`src/rtl/ulpi_phy_ctrl_if.sv`:
```
// rtl/ulpi_phy_ctrl_if.sv - ULPI link/PHY bus bundle
interface ulpi_phy_ctrl_if;
  logic [7:0] data_in;
  logic       stp;
  logic       dir;
  logic       nxt;
  logic [7:0] data_out;

  modport master (output data_in, stp, input dir, nxt, data_out);
  modport slave  (input data_in, stp, output dir, nxt, data_out);
endinterface

```
`src/rtl/ulpi_phy_ctrl.sv`:
```
// rtl/ulpi_phy_ctrl.sv - ULPI PHY-side controller: TXCMD decode, TX/RX data paths, register access
module ulpi_phy_ctrl #(
  parameter int RX_DEPTH   = 4,
  parameter int TX_NXT_GAP = 0
) (
  input  logic           clock,
  input  logic           reset,
  ulpi_phy_ctrl_if.slave ulpi,
  output logic           tx_valid,
  output logic [7:0]     tx_data,
  output logic           tx_last,
  input  logic           rx_valid,
  input  logic [7:0]     rx_data,
  input  logic           rx_last,
  output logic           rx_ready,
  input  logic [1:0]     linestate,
  output logic [5:0]     reg_addr,
  output logic [7:0]     reg_wdata,
  output logic           reg_we,
  input  logic [7:0]     reg_rdata
);

  localparam int AW = $clog2(RX_DEPTH);

  typedef enum logic [3:0] {
    IDLE, TX, REG_WR, RD_TURN, RD_DATA, RX_TURN, RX_CMD, RX_DATA, TURN_BACK
  } state_t;

  state_t     state, state_next;
  logic       sub, sub_next;
  logic [7:0] tx_hold;
  logic [7:0] gap_cnt;
  logic       gap_hold;
  logic [1:0] ls_q, ls_rep;
  logic       pop, push;

  logic [8:0]  fifo_mem [RX_DEPTH];
  logic [AW:0] wr_ptr, rd_ptr;
  logic        fifo_empty, fifo_full;
  logic [8:0]  head;

  assign fifo_empty = (wr_ptr == rd_ptr);
  assign fifo_full  = (wr_ptr[AW] != rd_ptr[AW]) && (wr_ptr[AW-1:0] == rd_ptr[AW-1:0]);
  assign head       = fifo_mem[rd_ptr[AW-1:0]];
  // Push is blocked while full even if a pop happens the same cycle.
  assign rx_ready   = reset && !fifo_full;
  assign push       = rx_valid && rx_ready;
  assign gap_hold   = (TX_NXT_GAP > 0) && (gap_cnt == 8'(TX_NXT_GAP));

  always_ff @(posedge clock) begin
    if (push) fifo_mem[wr_ptr[AW-1:0]] <= {rx_last, rx_data};
  end

  always_ff @(posedge clock) begin
    if (!reset) begin
      wr_ptr <= '0;
      rd_ptr <= '0;
    end else begin
      if (push) wr_ptr <= wr_ptr + {{AW{1'b0}}, 1'b1};
      if (pop)  rd_ptr <= rd_ptr + {{AW{1'b0}}, 1'b1};
    end
  end

  always_ff @(posedge clock) begin
    if (!reset) begin
      state <= IDLE;
      sub   <= 1'b0;
    end else begin
      state <= state_next;
      sub   <= sub_next;
    end
  end

  // sub qualifies a state: REG_WR data/stp phase, RD_TURN nxt/turnaround,
  // RX_TURN/RX_CMD packet (1) versus line-state-only report or end of packet (0).
  always_comb begin
    state_next = state;
    sub_next   = sub;
    case (state)
      IDLE: begin
        if (!fifo_empty) begin
          state_next = RX_TURN;
          sub_next   = 1'b1;
        end else if (ulpi.data_in[7:6] == 2'b01) begin
          state_next = TX;
        end else if (ulpi.data_in[7:6] == 2'b10) begin
          state_next = REG_WR;
          sub_next   = 1'b0;
        end else if (ulpi.data_in[7:6] == 2'b11) begin
          state_next = RD_TURN;
          sub_next   = 1'b0;
        end else if (ls_q != ls_rep) begin
          state_next = RX_TURN;
          sub_next   = 1'b0;
        end
      end
      TX:        if (ulpi.stp) state_next = IDLE;
      REG_WR: begin
        if (!sub) sub_next = 1'b1;
        else if (ulpi.stp) state_next = IDLE;
      end
      RD_TURN: begin
        if (!sub) sub_next = 1'b1;
        else state_next = RD_DATA;
      end
      RD_DATA:   state_next = IDLE;
      RX_TURN:   state_next = RX_CMD;
      RX_CMD:    state_next = sub ? RX_DATA : TURN_BACK;
      RX_DATA: begin
        if (!fifo_empty && head[8]) begin
          state_next = RX_CMD;
          sub_next   = 1'b0;
        end
      end
      TURN_BACK: state_next = IDLE;
      default:   state_next = IDLE;
    endcase
  end

  always_comb begin
    ulpi.dir      = 1'b0;
    ulpi.nxt      = 1'b0;
    ulpi.data_out = 8'h00;
    tx_valid      = 1'b0;
    tx_data       = 8'h00;
    tx_last       = 1'b0;
    pop           = 1'b0;
    case (state)
      TX: begin
        ulpi.nxt = !gap_hold;
        tx_valid = ulpi.stp || !gap_hold;
        tx_data  = tx_valid ? tx_hold : 8'h00;
        tx_last  = ulpi.stp;
      end
      REG_WR:  ulpi.nxt = !sub;
      RD_TURN: begin
        ulpi.nxt = !sub;
        ulpi.dir = sub;
      end
      RD_DATA: begin
        ulpi.dir      = 1'b1;
        ulpi.data_out = reg_rdata;
      end
      RX_TURN: begin
        ulpi.dir = 1'b1;
        ulpi.nxt = sub;
      end
      RX_CMD: begin
        ulpi.dir      = 1'b1;
        ulpi.data_out = {2'b00, 1'b0, sub, 2'b00, ls_q};
      end
      RX_DATA: begin
        ulpi.dir = 1'b1;
        if (!fifo_empty) begin
          pop           = 1'b1;
          ulpi.nxt      = 1'b1;
          ulpi.data_out = head[7:0];
        end else begin
          ulpi.data_out = {4'b0001, 2'b00, ls_q};
        end
      end
      default: ;
    endcase
  end

  always_ff @(posedge clock) begin
    if (!reset) begin
      tx_hold   <= 8'h00;
      gap_cnt   <= 8'h00;
      reg_addr  <= 6'h00;
      reg_wdata <= 8'h00;
      reg_we    <= 1'b0;
      ls_q      <= 2'b00;
      ls_rep    <= 2'b00;
    end else begin
      ls_q   <= linestate;
      reg_we <= (state == REG_WR) && sub && ulpi.stp;
      case (state)
        IDLE: begin
          if (fifo_empty && ulpi.data_in[7:6] == 2'b01) begin
            tx_hold <= ulpi.data_in;
            gap_cnt <= 8'h00;
          end
          if (fifo_empty && ulpi.data_in[7]) reg_addr <= ulpi.data_in[5:0];
        end
        TX: begin
          if (!ulpi.stp) begin
            if (gap_hold) begin
              gap_cnt <= 8'h00;
            end else begin
              tx_hold <= ulpi.data_in;
              gap_cnt <= gap_cnt + 8'd1;
            end
          end
        end
        REG_WR: if (!sub) reg_wdata <= ulpi.data_in;
        default: ;
      endcase
      if (state == RX_CMD || (state == RX_DATA && fifo_empty)) ls_rep <= ls_q;
    end
  end

endmodule

```
`src/flat_wrapper.sv`:
```
// flat-port wrapper written by rule: the top's interface ports become plain ports
module ulpi_phy_ctrl_flat 
#(
  parameter int RX_DEPTH   = 4,
  parameter int TX_NXT_GAP = 0
)
  (clock, reset, tx_valid, tx_data, tx_last, rx_valid, rx_data, rx_last, rx_ready, linestate, reg_addr, reg_wdata, reg_we, reg_rdata, ulpi_data_in, ulpi_stp, ulpi_dir, ulpi_nxt, ulpi_data_out);
  ulpi_phy_ctrl_if ulpi_i ();
  input  logic clock;
  input  logic reset;
  output logic tx_valid;
  output logic [7:0] tx_data;
  output logic tx_last;
  input  logic rx_valid;
  input  logic [7:0] rx_data;
  input  logic rx_last;
  output logic rx_ready;
  input  logic [1:0] linestate;
  output logic [5:0] reg_addr;
  output logic [7:0] reg_wdata;
  output logic reg_we;
  input  logic [7:0] reg_rdata;
  input wire logic [$bits(ulpi_i.data_in)-1:0] ulpi_data_in;
  input wire logic [$bits(ulpi_i.stp)-1:0] ulpi_stp;
  output wire logic [$bits(ulpi_i.dir)-1:0] ulpi_dir;
  output wire logic [$bits(ulpi_i.nxt)-1:0] ulpi_nxt;
  output wire logic [$bits(ulpi_i.data_out)-1:0] ulpi_data_out;
  assign ulpi_i.data_in = ulpi_data_in;
  assign ulpi_i.stp = ulpi_stp;
  assign ulpi_dir = ulpi_i.dir;
  assign ulpi_nxt = ulpi_i.nxt;
  assign ulpi_data_out = ulpi_i.data_out;
  ulpi_phy_ctrl #(.RX_DEPTH(RX_DEPTH), .TX_NXT_GAP(TX_NXT_GAP)) u_core (.clock(clock), .reset(reset), .ulpi(ulpi_i), .tx_valid(tx_valid), .tx_data(tx_data), .tx_last(tx_last), .rx_valid(rx_valid), .rx_data(rx_data), .rx_last(rx_last), .rx_ready(rx_ready), .linestate(linestate), .reg_addr(reg_addr), .reg_wdata(reg_wdata), .reg_we(reg_we), .reg_rdata(reg_rdata));
endmodule
```
`config.mk`:
```
export PLATFORM = sky130hd
export DESIGN_NAME = ulpi_phy_ctrl_flat
export DESIGN_NICKNAME = d
export VERILOG_FILES = /design/src/rtl/ulpi_phy_ctrl_if.sv /design/src/rtl/ulpi_phy_ctrl.sv /design/src/flat_wrapper.sv
export SDC_FILE = /design/constraint.sdc
export NUM_CORES = 1
export LEC_CHECK = 0
export BUFFER_PORTS_ARGS = -buffer_cell sky130_fd_sc_hd__buf_2
export CAP_MARGIN = 10
export CORE_ASPECT_RATIO = 1.5
export CORE_MARGIN = 2
export CORE_UTILIZATION = 49
export CTS_CLUSTER_SIZE = 8
export DETAILED_ROUTE_END_ITERATION = 8
export MAX_ROUTING_LAYER = met4
export PLACE_DENSITY = 0.75
export SYNTH_ARGS = -nofsm -noshare
export SYNTH_HDL_FRONTEND = slang
export SYNTH_SLANG_ARGS = --single-unit
```
`constraint.sdc`:
```
create_clock -name clock -period 1.75 [get_ports clock]
set_input_delay 0.525 -clock clock [delete_from_list [all_inputs] [get_ports clock]]
set_output_delay 0.525 -clock clock [all_outputs]
set_load 0.05 [all_outputs]
```
==> run_results.csv, run 1 <==
group,metric,value,unit
floorplan,start_util,0.503,
power,peakVddDrop,888,µV
route,drtAntennaViolNets,0,
route,routedWlPerCell,17.6,µm
yosys,ys_ff_latch,76,
layout,regArea,1910,µm²
route,top_layer_used,"met4",
yosys,ys_warn_count,0,
route,drt_wl_total,8.61,mm
power,clkPwrFrac,0.215,
route,wl_met1,3.04,mm
worst_hold_path,min_path_type,"input pin to register",
global_routing,grt_pass1_vias,2883,
layout,post-route-util,0.744,
yosys,synthDistinctLibCells,50,
cts,root_buffer,"clkbuf_8",
timing,finalCritPeriodShare,1.30,
route,vias,2712,
global_routing,grt_first_pass_wirelength,13.7,mm
yosys,synth_top_family_by_area,"simple AND/OR/NAND/NOR gates",
route,drtIter0Drc,173,
timing,fin_worst_skew,0.0123,ns
floorplan,io_pins,67,
floorplan,core,6850,µm²
layout,multiInputGateArea,1770,µm²
yosys,synth_area_leader_cell,"edfxtp_1",
timing,tightest_slew,0.456,ns
yosys,synthCells,281,
timing,finalHoldViolCount,0,
timing,setup-violations-final,38,
power,power.density,1200,nW/µm²
route,first_pass_iters,4,
power,seqPwrFrac,0.347,
route,post-route-drc-count,0,
setup_path,r2r_end,"u_core.reg_addr[3]",
power,p_switching,2.17,mW
run_status,violations,"negative setup slack",
setup_path,r2r_start,"u_core.state[1]",
power,p_comb_frac,0.438,
global_routing,antenna_found_initial,0,
global_routing,grt-ovfl-total,0,
route,dr_wl_met3,384,µm
timing,min_period,2.28,ns
setup_path,worstSetupPathType,"register to primary output",
layout,fillCellCount,426,
setup_path,worstSetupEndpoint,"ulpi_data_out[7]",
timing,rsz0062_at_grt,"yes",
route,viasPerCell,5.53,
setup_path,rrSetupSlack,-0.17,ns
placed_design,portBuffers,66,
setup_path,required,1.22,ns
cts,cts_tree,"yes",
global_routing,grt_max_degree,27,
power,swShare,0.354,
cts,cts_made_buffers,9,
power,p_leak,2.08,nW
timing,max_slew_margin,0.693,
floorplan,die_w,72.5,µm
yosys,synthMuxAreaShare,0.140,
placed_design,place_congestion,0.911,
yosys,yosys.area.top_type_share,0.314,
yosys,ys.flop_type,"dfxtp_1",
power,power,6.12,mW
yosys,synth.net_count,317,
yosys,synth.most_common_cell,"dfxtp_1",
yosys,ys_top_cells_by_area,"edfxtp_1 31%, dfxtp_1 23%, mux2i_1 8.1%, mux4_2 5.9%, nor2b_1 3.5%",
yosys,synth-edff-count,36,
yosys,yosysSeqAreaShare,0.546,
layout,area_delta_synth_final,47.9,%
setup_path,reg2regPathDepth,8,
layout,drive_gt1_frac,0.539,
floorplan,die_h,107,µm
layout,nNetsFinal,443,
timing,setup-tns-final,-10.57,ns
cts,htreeDepth,3,
setup_path,cp-start-kind,"register",
power,p_int,3.95,mW
yosys,synth_compound_area_frac,0.0908,
setup_path,crit_fanout,7,
cts,cts.sinks,76,
global_routing,grtUsageTotal,0.246,
placed_design,placement.setup.worst_slack,-0.303,ns
timing,layout_setup_ws,-0.534,ns
floorplan,num_rows,37,
floorplan,die_area,7730,µm²
yosys,synth_xor_area_frac,0.0301,
yosys,syn_area,3440,µm²
cts,clock_latency,0.36,ns
layout,diodes,0,
timing,fmax,0.438,GHz
cts,clk_path_buf_depth,2,
yosys,synth_commonest_cells,"40 x dfxtp_1, 36 x edfxtp_1, 28 x mux2i_1, 19 x nor2b_1, 18 x nor2_1",
route,met2_length,4.82,mm
timing,report.final.slew_viol_count,0,
yosys,synthArstFlopShare,0,
setup_path,cp.arrival,1.76,ns
setup_path,critPathCaptureType,"primary output",
yosys,synth_simple_gate_area_frac,0.143,
placed_design,place_hpwl,5.60,mm
yosys,synthAdderAreaFrac,0.0182,
job,maxCapViolations,0,
cts,holdBufCountCts,0,
cts,clk_pin_slew_worst_paths,0.07,ns
run_status,status,"finished with violations",
yosys,avgSynthCellArea,12.3,µm²
-- registers in the layout, indices dropped and copies added, names as in the netlist, named ones only --
| register | cells |
|---|---|
| u_core.ls_q | 2 |
| u_core.ls_rep | 2 |
| u_core.state | 4 |
| u_core.rd_ptr | 3 |
| u_core.fifo_mem | 36 |
| u_core.sub | 1 |
| u_core.reg_we | 1 |
| u_core.reg_addr | 6 |
| u_core.tx_hold | 8 |
| u_core.wr_ptr | 3 |
| u_core.reg_wdata | 8 |
-- power groups by stage --
| stage | combinational, mW | sequential, mW | clock [mW] |
|---|---|---|---|
| 6_report | 2.68 | 2.12 | 1.32 |
| 5_1_grt | 2.82 | 2.13 | 1.41 |
| 4_1_cts | 2.47 | 2.11 | 1.34 |
| 3_5_place_dp | 2.09 | 2.13 | 0 |
| 3_3_place_gp | 2.08 | 2.13 | 0 |
| 2_1_floorplan | 1.25 | 2.29 | 0 |
-- routing by layer --
metal,track usage,vias up
met4,0.119,0
met5,-,-
li1,-,1272
met1,0.243,1298
met2,0.446,109
met3,0.0545,33
-- final cells by class --
| type | instances | area share |
|---|---|---|
| clock inverter | 4 | 0.00958 |
| clock buffer | 12 | 0.0285 |
| sequential | 76 | 0.374 |
| tap | 78 | 0.0192 |
| multi-input combinational | 182 | 0.346 |
| timing repair buffer | 130 | 0.216 |
| inverter | 8 | 0.00638 |
-- logic make-up after synthesis --
family / count (synthesis)
adders and majority gates: 5
DFF: 76
and+or+nand+nor: 87
muxes: 37
AOI/OAI and AO/OA: 42
buffers and inverters: 23
xor gates and xnor gates: 11
-- cells in the final DEF (no fill, tap or decap), types with 4 or more instances in the layout --
cell and n:
buf_2 45, buf_4 45, edfxtp_1 36, mux2i_1 28, dfxtp_1 28, buf_6 25
nor2_1 17, nor2b_1 16, nand2_1 11, clkbuf_8 10, mux4_2 9, buf_8 9
dfxtp_2 8, inv_1 7, buf_12 6, and2_2 5, and3_4 5, ha_1 5
and2_4 4, and2_1 4, dfxtp_4 4
-- timing repair --
action | CTS | global route
gates resized for setup | 92 | 25
hold endpoints to repair | 0 | 0
pin swaps | 15 | 15
buffers inserted | 9 | 8
setup endpoints to repair | 46 | 47
-- worst min-delay path by stage --
stage                      startpoint                end  slack (ns)  cells after the start
floorplan           u_core.tx_hold[7]  u_core.tx_hold[7]        0.44                      2
global placement    u_core.tx_hold[7]  u_core.tx_hold[7]        0.45                      2
detailed placement  u_core.tx_hold[7]  u_core.tx_hold[7]        0.46                      2
CTS                      linestate[1]     u_core.ls_q[1]        0.37                      2
global route             linestate[1]     u_core.ls_q[1]        0.37                      2
finish                   linestate[0]     u_core.ls_q[0]        0.38                      2
-- stage by stage --
stage | area, µm² | cells | hold WS [ns]
final | 5100 | 490 | 0.379
after global routing | 5100 | 490 | 0.375
after floorplan | 3580 | 281 | 0.436
after CTS | 4970 | 486 | 0.369
after global placement | 4350 | 462 | 0.446
after detailed placement | 4350 | 462 | 0.455
-- worst max-delay path, cell delays in order, from the launching register on --
cell     delay, ns
dfxtp_2       0.34
buf_8         0.14
mux4_2        0.51
a22o_4        0.26
buf_8         0.15
Power figures use the tool's default switching activity.
==> run 2, diff against run 1 <==
--- a/config.mk
+++ b/config.mk
@@ -13,7 +13,7 @@
 export CTS_CLUSTER_SIZE = 8
 export DETAILED_ROUTE_END_ITERATION = 8
 export MAX_ROUTING_LAYER = met4
-export PLACE_DENSITY = 0.75
+export PLACE_DENSITY = 0.73
 export SYNTH_ARGS = -nofsm -noshare
 export SYNTH_HDL_FRONTEND = slang
 export SYNTH_SLANG_ARGS = --single-unit
==> run 2 against run 1 <==
Net effect: the run still ends with negative setup slack left; hold slack is essentially flat; sequential share of layout area shrank 0.88 points; non-clock buffer count grew 1; final cell count grew 0.20%; via count shrank 1.5%; clock skew shrank 0.0081 ns; flip-flop and latch count is the same; combinational power shrank 2%; count of clock-buffer cells in the layout shrank 3; core utilization grew 2.2 points; final area grew 3.0%; die area is the same; critical path type unchanged.
==> run_results.csv, run 2 (same netlist as run 1, synthesis figures left out) <==
group,metric,value,unit
route,viasPerCell,5.44,
timing,fin_hold_ws,0.379,ns
route,drtIter0Drc,130,
placed_design,placed_area,4340,µm²
timing,fin_worst_skew,0.00418,ns
global_routing,grt-ovfl-total,0,
setup_path,cp-start-kind,"register",
setup_path,required,1.22,ns
setup_path,worstSetupPathType,"register to primary output",
cts,clock_latency,0.35,ns
cts,cts_tree,"yes",
worst_hold_path,min_path_type,"input pin to register",
timing,report.final.slew_viol_count,0,
power,peakVddDrop,715,µV
floorplan,io_pins,67,
floorplan,die_w,72.5,µm
floorplan,core,6850,µm²
setup_path,crit_fanout,4,
floorplan,num_rows,37,
global_routing,grt_use_met2,0.439,
global_routing,grt_use_met3,0.0545,
layout,diodes,0,
placed_design,place_congestion,0.921,
route,vias,2672,
run_status,violations,"negative setup slack",
timing,min_period,2.38,ns
power,p_switching,2.15,mW
power,p_int,4.17,mW
floorplan,die_h,107,µm
global_routing,grt_busiest_layer,"met2",
global_routing,antenna_found_initial,0,
layout,fillCellCount,428,
cts,htreeDepth,3,
job,maxCapViolations,0,
cts,cts.sinks,76,
cts,root_buffer,"clkbuf_8",
setup_path,critPathCaptureType,"primary output",
global_routing,grt_use_met1,0.229,
power,p_leak,2.14,nW
power,power.density,1200,nW/µm²
layout,drive_gt1_frac,0.545,
timing,setup-violations-final,33,
layout,largest_register_ff_count,36,
route,post-route-drc-count,0,
setup_path,cp.arrival,1.85,ns
timing,rsz0062_at_grt,"yes",
layout,final_cell_mix,"45 x buf_4, 45 x buf_2, 36 x edfxtp_1",
timing,finalHoldViolCount,0,
power,swShare,0.341,
timing,layout_setup_ws,-0.630,ns
placed_design,portBuffers,66,
power,power,6.32,mW
route,drtAntennaViolNets,0,
timing,finalCritPeriodShare,1.36,
global_routing,grt_pass1_vias,2826,
cts,clk_path_buf_depth,2,
power,p_comb_frac,0.415,
layout,nNetsFinal,444,
floorplan,die_area,7730,µm²
placed_design,place_hpwl,5.66,mm
cts,cts_made_buffers,9,
timing,tightest_slew,0.370,ns
run_status,status,"finished with violations",
global_routing,grtUsageTotal,0.244,
global_routing,grt_first_pass_wirelength,13.4,mm
floorplan,start_util,0.503,
timing,fmax,0.420,GHz
layout,area_delta_synth_final,52.4,%
route,drt_wl_total,8.77,mm
cts,clk_pin_slew_worst_paths,0.07,ns
route,routedWlPerCell,17.9,µm
route,first_pass_iters,4,
layout,fin_area,5250,µm²
power,seqPwrFrac,0.338,
timing,max_slew_margin,0.751,
global_routing,grt_max_degree,27,
power,clkPwrFrac,0.247,
## run 2: changes by cell type in the layout (fill, tap and decap cells not counted), sizes merged
cell	before	now
clkinv	3	4
buf	130	131
bufinv	1	3
clkbuf	12	9
## run 2: worst paths after layout
path,from,endpoint,slack (ns),depth (start not counted)
worst max-delay path,register,ulpi_data_out[5],-0.63,5
worst min-delay path,linestate[1],u_core.ls_q[1],0.38,2
worst max register to register,u_core.state[3],u_core.state[1],-0.15,7
worst min register to register,u_core.tx_hold[7],u_core.tx_hold[7],0.47,2
## run 2: layer usage
layer	vias to the layer above	part of all wire
met5	-	0
met4	0	0.033
met3	19	0.035
met2	68	0.59
met1	1307	0.34
li1	1278	-
## run 2: power by group through the flow
stage / Combinational, mW / Sequential (mW) / Clock (mW)
after floorplan: 1.25 / 2.29 / 0
after global placement: 2.04 / 2.13 / 0
after detailed placement: 2.06 / 2.14 / 0
after CTS: 2.51 / 2.13 / 1.61
after global routing: 2.77 / 2.15 / 1.68
final: 2.62 / 2.13 / 1.56
## run 2: critical path, stage by stage (launching register included)
cell,delay (ns)
dfxtp_2,0.35
buf_12,0.12
buf_12,0.11
mux4_2,0.53
a22o_4,0.24
buf_6,0.15
## run 2: what timing repair did
| action | 4_1_cts | 5_1_grt |
|---|---|---|
| resized for setup | 121 | 19 |
| cloned | 1 | 0 |
| pin swaps | 28 | 8 |
| hold buffers | 0 | 0 |
| setup buffers | 13 | 6 |
| endpoints found under the setup margin | 38 | 39 |
## run 2: area by class of cell
cell class,count,area (µm²),area share
flip-flops and latches,76,1920,0.365
multi-input cells,182,1830,0.349
repair buffers,131,1130,0.215
clock buffers,9,124,0.0236
clock inverters,7,115,0.0219
well taps,78,97.6,0.0186
inverters,8,32.5,0.00620
## run 2: through the flow
step	util	TNS [ns]	setup slack, ns	cells
final	0.766	-10.59	-0.630	491
after global routing	0.766	-12.95	-0.682	491
after CTS	0.747	-10.67	-0.628	485
after detailed placement	0.633	-5.89	-0.316	456
after global placement	0.633	-5.20	-0.293	456
after floorplan	-	-3.94	-0.234	281
